`src/rtl/usb_pkg.sv`:
```
// Shared USB transmit-path types: NRZI encoder states and {dp,dm} bus levels.
package usb_pkg;

   typedef enum logic [1:0] {
      IDLE,
      SEND,
      EOP_SE0,
      EOP_J
   } nrzi_state_t;

   localparam logic [1:0] BUS_J   = 2'b10;
   localparam logic [1:0] BUS_K   = 2'b01;
   localparam logic [1:0] BUS_SE0 = 2'b00;

   function automatic logic [1:0] bus_of(input logic level);
      return level ? BUS_J : BUS_K;
   endfunction

endpackage

```
`src/rtl/nrzi_encoder.sv`:
```
// NRZI line encoder with end-of-packet (SE0 then J) generation.
// One bit per bit clock; all outputs registered.
module nrzi_encoder
   import usb_pkg::*;
#(
   parameter int EOP_SE0_BITS = 2,
   parameter int EOP_J_BITS   = 1
) (
   input  logic clock,
   input  logic reset,
   input  logic bs_sending,
   input  logic in_bit,
   output logic dp,
   output logic dm,
   output logic nrzi_sending,
   output logic eop_done,
   output logic overrun
);

   if (EOP_SE0_BITS < 1 || EOP_SE0_BITS > 15) begin : g_bad_se0
      $error("EOP_SE0_BITS out of range 1..15");
   end
   if (EOP_J_BITS < 1 || EOP_J_BITS > 15) begin : g_bad_j
      $error("EOP_J_BITS out of range 1..15");
   end

   localparam logic [3:0] SE0_LAST = 4'(EOP_SE0_BITS);
   localparam logic [3:0] J_LAST   = 4'(EOP_J_BITS);

   nrzi_state_t state;
   logic        level;
   logic [3:0]  count;
   logic        base;
   logic        nxt_level;
   logic        se0_end;
   logic        j_end;

   // A new packet always encodes against J, whatever level was left behind.
   assign base      = (state == IDLE) ? 1'b1 : level;
   assign nxt_level = in_bit ? base : ~base;
   assign se0_end   = (count == SE0_LAST);
   assign j_end     = (count == J_LAST);

   always_ff @(posedge clock) begin
      if (reset) begin
         count <= 4'd0;
      end else begin
         unique case (state)
            IDLE:    count <= 4'd0;
            SEND:    if (!bs_sending) count <= 4'd1;
            EOP_SE0: count <= se0_end ? 4'd1 : count + 4'd1;
            EOP_J:   count <= j_end ? 4'd0 : count + 4'd1;
         endcase
      end
   end

   always_ff @(posedge clock) begin
      if (reset) begin
         state        <= IDLE;
         level        <= 1'b1;
         {dp, dm}     <= BUS_J;
         nrzi_sending <= 1'b0;
         eop_done     <= 1'b0;
         overrun      <= 1'b0;
      end else begin
         eop_done <= 1'b0;
         overrun  <= 1'b0;
         unique case (state)
            IDLE: begin
               if (bs_sending) begin
                  level        <= nxt_level;
                  {dp, dm}     <= bus_of(nxt_level);
                  nrzi_sending <= 1'b1;
                  state        <= SEND;
               end else begin
                  {dp, dm} <= BUS_J;
               end
            end
            SEND: begin
               if (bs_sending) begin
                  level    <= nxt_level;
                  {dp, dm} <= bus_of(nxt_level);
               end else begin
                  {dp, dm} <= BUS_SE0;
                  state    <= EOP_SE0;
               end
            end
            EOP_SE0: begin
               overrun <= bs_sending;
               if (se0_end) begin
                  {dp, dm} <= BUS_J;
                  eop_done <= (J_LAST == 4'd1);
                  state    <= EOP_J;
               end
            end
            EOP_J: begin
               overrun <= bs_sending;
               if (j_end) begin
                  level        <= 1'b1;
                  {dp, dm}     <= BUS_J;
                  nrzi_sending <= 1'b0;
                  state        <= IDLE;
               end else begin
                  // Pulse lines up with the final J bit-time on the wire.
                  eop_done <= (count + 4'd1 == J_LAST);
               end
            end
         endcase
      end
   end

endmodule

```
`config.mk`:
```
export PLATFORM = sky130hd
export DESIGN_NAME = nrzi_encoder
export DESIGN_NICKNAME = d
export VERILOG_FILES = /design/src/rtl/usb_pkg.sv /design/src/rtl/nrzi_encoder.sv
export SDC_FILE = /design/constraint.sdc
export NUM_CORES = 1
export LEC_CHECK = 0
export CAP_MARGIN = 20
export CORE_MARGIN = 2
export CORE_UTILIZATION = 30
export CTS_CLUSTER_SIZE = 40
export DETAILED_ROUTE_END_ITERATION = 6
export GPL_TIMING_DRIVEN = 0
export PLACE_DENSITY_LB_ADDON = 0.1
export SLEW_MARGIN = 10
export SYNTH_ARGS = -nofsm -noshare
export SYNTH_HDL_FRONTEND = slang
export SYNTH_SLANG_ARGS = --single-unit
export TNS_END_PERCENT = 50
```
`constraint.sdc`:
```
create_clock -name clock -period 2 [get_ports clock]
set_clock_uncertainty 0.1 [all_clocks]
set_input_delay 0.5 -clock clock [delete_from_list [all_inputs] [get_ports clock]]
set_output_delay 0.5 -clock clock [all_outputs]
set_load 0.03 [all_outputs]
```
; Yosys cells after proc, flatten, opt, wreduce, memory -nomap -nowiden
; Index checks and enable logic that the tools add are counted.
[totals]
register_bits = 12
latchBits = 0
ram_bits = 0
mem_bits_ro = 0
in_bits = 4
output_inout_bits = 5
memories = 0
[classes]
addsub = 1
n_mul = 0
div = 0
magnitude_cmp = 0
eq_ne = 11
shift = 0
n_mux = 28
bitwise_logic = 2
n_reduce_logical = 10
[ops]
columns = cell, n
row1 = 4-bit one-hot mux with 4 select lines, 1
row2 = 1-bit 2-to-1 mux, 13
row3 = 4-bit 2-to-1 mux, 3
row4 = 2-bit 2-to-1 mux, 5
row5 = 4-bit by 1-bit equality test with 1-bit output (second input constant), 2
row6 = 2-bit inequality test (second input constant), 4
row7 = 2-bit one-hot mux with 4 select lines, 1
row8 = 1-bit one-hot mux with 2 select lines, 3
row9 = 3-bit AND reduction, 2
row10 = 2-bit OR reduction, 3
row11 = 4-bit by 1-bit adder with 4-bit output (second input constant), 1
row12 = 2-bit equality test (second input constant), 2
row13 = 4-bit by 2-bit equality test with 1-bit output (second input constant), 1
row14 = 1-bit one-hot mux with 4 select lines, 1
row15 = 4-bit AND reduction, 1
row16 = 2-bit nonzero test, 2
row17 = 1-bit one-hot mux with 3 select lines, 1
row18 = 2-bit by 1-bit equality test with 1-bit output (second input constant), 1
row19 = 2-bit zero test, 1
row20 = 2-bit by 1-bit inequality test with 1-bit output (second input constant), 1
row21 = 1-bit NOT, 2
row22 = 2-bit AND reduction, 1

; Longest topological paths before layout
; Gate-level depths: netlist of run 1.
[depth]
depth_word = 7
ltp_mapped = 7

; Least setup slack after synthesis of run 1
; OpenSTA, ideal clock, no wires.
[synth_timing]
kind = register to register
startpoint = register state[1]
endpoint = register count[3]
setup_ns = 0.071
t_arrival_ns = 1.484
t_required_ns = 1.829
path_slack_ns = 0.345
path_stages_with_launch = 7
synth_period_minus_slack_ns = 1.655
cell_sequence = dfxtp_1 > ha_1 > buf_2 > o22ai_2 > a31oi_2 > or3b_1 > a21oi_1
[synth_between]
elab_chain_len = 2
elab_cells_between_ends = 6
[synth_rtl]
columns = element, line
row1 = start: declaration, nrzi_encoder.sv:30  ; nrzi_state_t state;
row2 = start signal: assignment, nrzi_encoder.sv:59  ; state <= IDLE;
row3 = start signal: assignment, nrzi_encoder.sv:74  ; state <= SEND;
row4 = start signal: assignment, nrzi_encoder.sv:85  ; state <= EOP_SE0;
row5 = "2-bit equality test, or another cell as far along", nrzi_encoder.sv:48  ; unique case (state)
row6 = 4-bit one-hot mux with 4 select lines or 2-bit inequality test (tied branches), -
row7 = end signal: assignment, nrzi_encoder.sv:51  ; EOP_SE0: count <= se0_end ? 4'd1 : count + 4'd1;
row8 = end signal: assignment, nrzi_encoder.sv:52  ; EOP_J: count <= j_end ? 4'd0 : count + 4'd1;
row9 = end: declaration, nrzi_encoder.sv:32  ; logic [3:0] count;
; Parallel ways exist; a longest one is shown, timed or not.
; A chain may end at the register's enable or synchronous reset.

; Final worst setup path of run 1
[layout_timing]
startpoint = register nrzi_sending
endpoint = output nrzi_sending
[layout_lines]
columns = element, line
row1 = start: declaration, nrzi_encoder.sv:15  ; output logic nrzi_sending,
row2 = start signal: assignment, nrzi_encoder.sv:62  ; nrzi_sending <= 1'b0;
row3 = start signal: assignment, nrzi_encoder.sv:73  ; nrzi_sending <= 1'b1;
row4 = start signal: assignment, nrzi_encoder.sv:101  ; nrzi_sending <= 1'b0;
; No word-level cell between the ends.

==> results of run 1 <==
## sequential cells by signal, indices dropped and copies added, names as in the netlist
register,cells
state,2
dm,1
count,4
dp,1
overrun,1
nrzi_sending,1
eop_done,1
level,1
## area by class of cell
cell class	instances	area [sq um]	share of cell area [%]
flip-flops and latches	12	241	27.1
repair buffers	7	70.1	7.88
inverters	4	15.0	1.69
clock buffers	4	36.3	4.08
multi-input cells	67	470	52.9
plain buffers	4	18.8	2.11
well taps	30	37.5	4.22
## per-layer routing
layer | vias up | global-route usage, % | part of all wire [%]
met5 | - | 0 | 0
met4 | 0 | 3.85 | 0.96
met3 | 2 | 5.00 | 4.4
met2 | 8 | 21.5 | 45
met1 | 288 | 16.1 | 49
li1 | 334 | - | -
## repair_timing
item	CTS	global route
gates resized for setup	0	1
hold endpoints to repair	0	0
endpoints found under the setup margin	0	2
## synthesized netlist by cell type
library cell,number
a2bb2oi_1,1
or2_2,2
a31oi_2,1
a21o_1,1
a221oi_1,1
nor3_1,1
nand4_1,1
nor2b_1,2
o22ai_2,1
nand3b_1,1
or3b_1,1
ha_1,8
xor2_1,2
and3_1,1
mux2i_1,3
clkbuf_1,1
dfxtp_1,12
a22oi_1,1
a211oi_1,2
a41oi_1,1
and2_1,1
o221ai_1,1
o21ai_0,2
or3_1,1
o31ai_1,1
a21oi_1,6
a21boi_0,1
o21bai_1,1
nor3b_1,2
inv_1,4
nand2b_1,2
nor2_1,9
buf_2,3
nand2_1,6
nand3_1,3
## through the flow
| step | instance area, sq um | util (%) | instances | hold WS (ns) | setup slack (ns) |
|---|---|---|---|---|---|
| after floorplan | 744 | - | 87 | 0.377 | 0.345 |
| after global placement | 852 | 35.4 | 124 | 0.355 | 0.112 |
| after detailed placement | 852 | 35.4 | 124 | 0.377 | 0.101 |
| after CTS | 888 | 36.9 | 128 | 0.404 | 0.0625 |
| after global routing | 890 | 36.9 | 128 | 0.434 | 0.00667 |
| final | 890 | 36.9 | 128 | 0.403 | 0.0791 |
## placed cells by master (no fill, tap or decap), types with 2 or more instances in the layout
cell type        count
nor3b_1              2
buf_2                3
a211oi_1             2
a21oi_1              6
mux2i_1              3
xor2_1               2
clkdlybuf4s50_1      7
clkbuf_4             3
inv_1                4
ha_1                 8
nor2b_1              2
dfxtp_1             11
nand2b_1             2
nor2_1               9
nand3_1              3
or2_2                2
o21ai_0              2
nand2_1              6
## kinds of logic (layout without fill, tap and decap cells)
logic type | count (synthesis) | in the layout | synth area share, %
simple gates | 33 | 33 | 22.9
fa+ha+maj | 8 | 8 | 13.4
xor+xnor | 2 | 2 | 2.35
buf+inv | 8 | 19 | 4.54
flops | 12 | 12 | 32.3
mux | 3 | 3 | 4.03
compound gates | 21 | 21 | 20.5
## report_power, final
group / internal (mW) / switching (mW)
Clock: 0.111 / 0.0907
Combinational: 0.203 / 0.266
Sequential: 0.293 / 0.0488
Total: 0.607 / 0.406
## path summary, 6_finish.rpt
check	startpoint	slack, ns	depth (start not counted)	to
worst max-delay path	nrzi_sending$_SDFFE_PP0P_	0.08	1	nrzi_sending
worst min-delay path	dp$_SDFFE_PP1P_	0.40	2	dp$_SDFFE_PP1P_
worst max register to register	state[0]$_SDFFE_PP0P_	0.15	6	count[3]$_SDFFE_PP0N_
worst min register to register	dp$_SDFFE_PP1P_	0.40	2	dp$_SDFFE_PP1P_
==> key figures, run 1 <==
Synth
  • Yosys top cell area share: 32.3%
  • Synthesized net count: 99
  • Ys Warns: 0
  • Avg Inst Size Synth: 8.56 sq um
  • Synth area leaders: dfxtp_1 (32%), ha_1 (13%), nor2_1 (4.5%), a21oi_1 (4.0%), mux2i_1 (4.0%)
  • Leading area contributor after synthesis: dfxtp_1
  • Distinct cells, synth: 35
  • Mapped Cells: 87
  • Synthesized area: 744 sq um
  • Seq/Total Area, Yosys: 32.3%
  • FF+latch count, synth: 12

Worst setup path
  • CP arrival: 1.32 ns
  • Crit end category: output pin
  • CP max stage cell: clkdlybuf4s50_1
  • CP Class: flop to output pin
  • CP delay by family, top: buffers and inverters
  • Worst-path fanout max: 3
  • CP Cell Sequence: clkdlybuf4s50_1
  • Req. time, crit path: 1.40 ns
  • Crit-path max cell delay: 0.68 ns
  • Startpoint Class: flop
  • Critical path buffers and inverters: 1

Clock tree
  • Setup Fix Bufs, Post-CTS: 0
  • Clock transition at path regs: 0.08 ns
  • Post-CTS Hold Fix Bufs: 0
  • Clock latency on the worst-skew pair: 0.28 ns
  • H-tree lvl count: 1
  • CTS tree: yes
  • Num CTS Buffers: 3
  • CTS sink cnt: 12
  • Root Driver: clkbuf_4
  • Clock tree buffer depth: 2

STA
  • # setup viols final: 0
  • Pins Over Slew Limit: 0
  • Final hold vios: 0
  • Worst slew pin tran: 0.464 ns
  • Final period util: 96.0%
  • RSZ-0062 raised after global routing: false
  • TNS Setup: 0 ns
  • Max Clock Freq: 0.521 GHz
  • Minimum clock period: 1.92 ns
  • Worst rel slew slack: 69.0%

Cells and area
  • Area Overhead vs Synth: 19.5%
  • # fillers: 262
  • NumNets Final: 111
  • Layout cells sized above 1: 12.2%
  • Diode count: 0

Floorplanning
  • IO Pins: 9
  • Core area: 0.00241 sq mm
  • Die W: 53.8 um
  • Row count: 18
  • Die height: 53.8 um
  • Initial Utilization: 30.9%
  • Die area: 0.00290 sq mm

Drt
  • DR DRC count: 0
  • ANT nets after route: 0
  • Total number of vias: 632
  • Routed WL per cell: 12.2 um
  • Routed wire length: 1560 um
  • Vias/cell: 4.94
  • DRT iter0 DRCs: 6
  • DRT Pass-1 Iters: 4

Global routing
  • Initial antenna violation count: 0
  • Vias in the first global route: 602
  • Congestion Overflow GR: 0
  • Largest net degree at the start of global routing: 11
  • Gr usage total: 13.2%
  • First-pass GRT wire length: 2680 um

Power
  • Max rail drop VDD: 0.649 mV
  • Tot Pwr: 1.01 mW
  • Leakage power: 0.369 nW
  • Pwr per Cell Area: 1140 mW/mm^2

Place
  • Port Buffer Count: 7
  • Gpl congestion: 0.713
  • Dpl hpwl: 1180 um

Job
  • Max cap viols: 0

Status
  • Status: complete, no violations

Hold path
  • Min-Delay Path Class: flop to flop
No activity file was read; power rests on OpenSTA's default activity.
==> inputs of run 2 (changes only) <==
Settings changed: SKIP_LAST_GASP from default to 1.
==> results of run 2 <==
The final DEF is identical to that of run 1; final timing and power are the same.
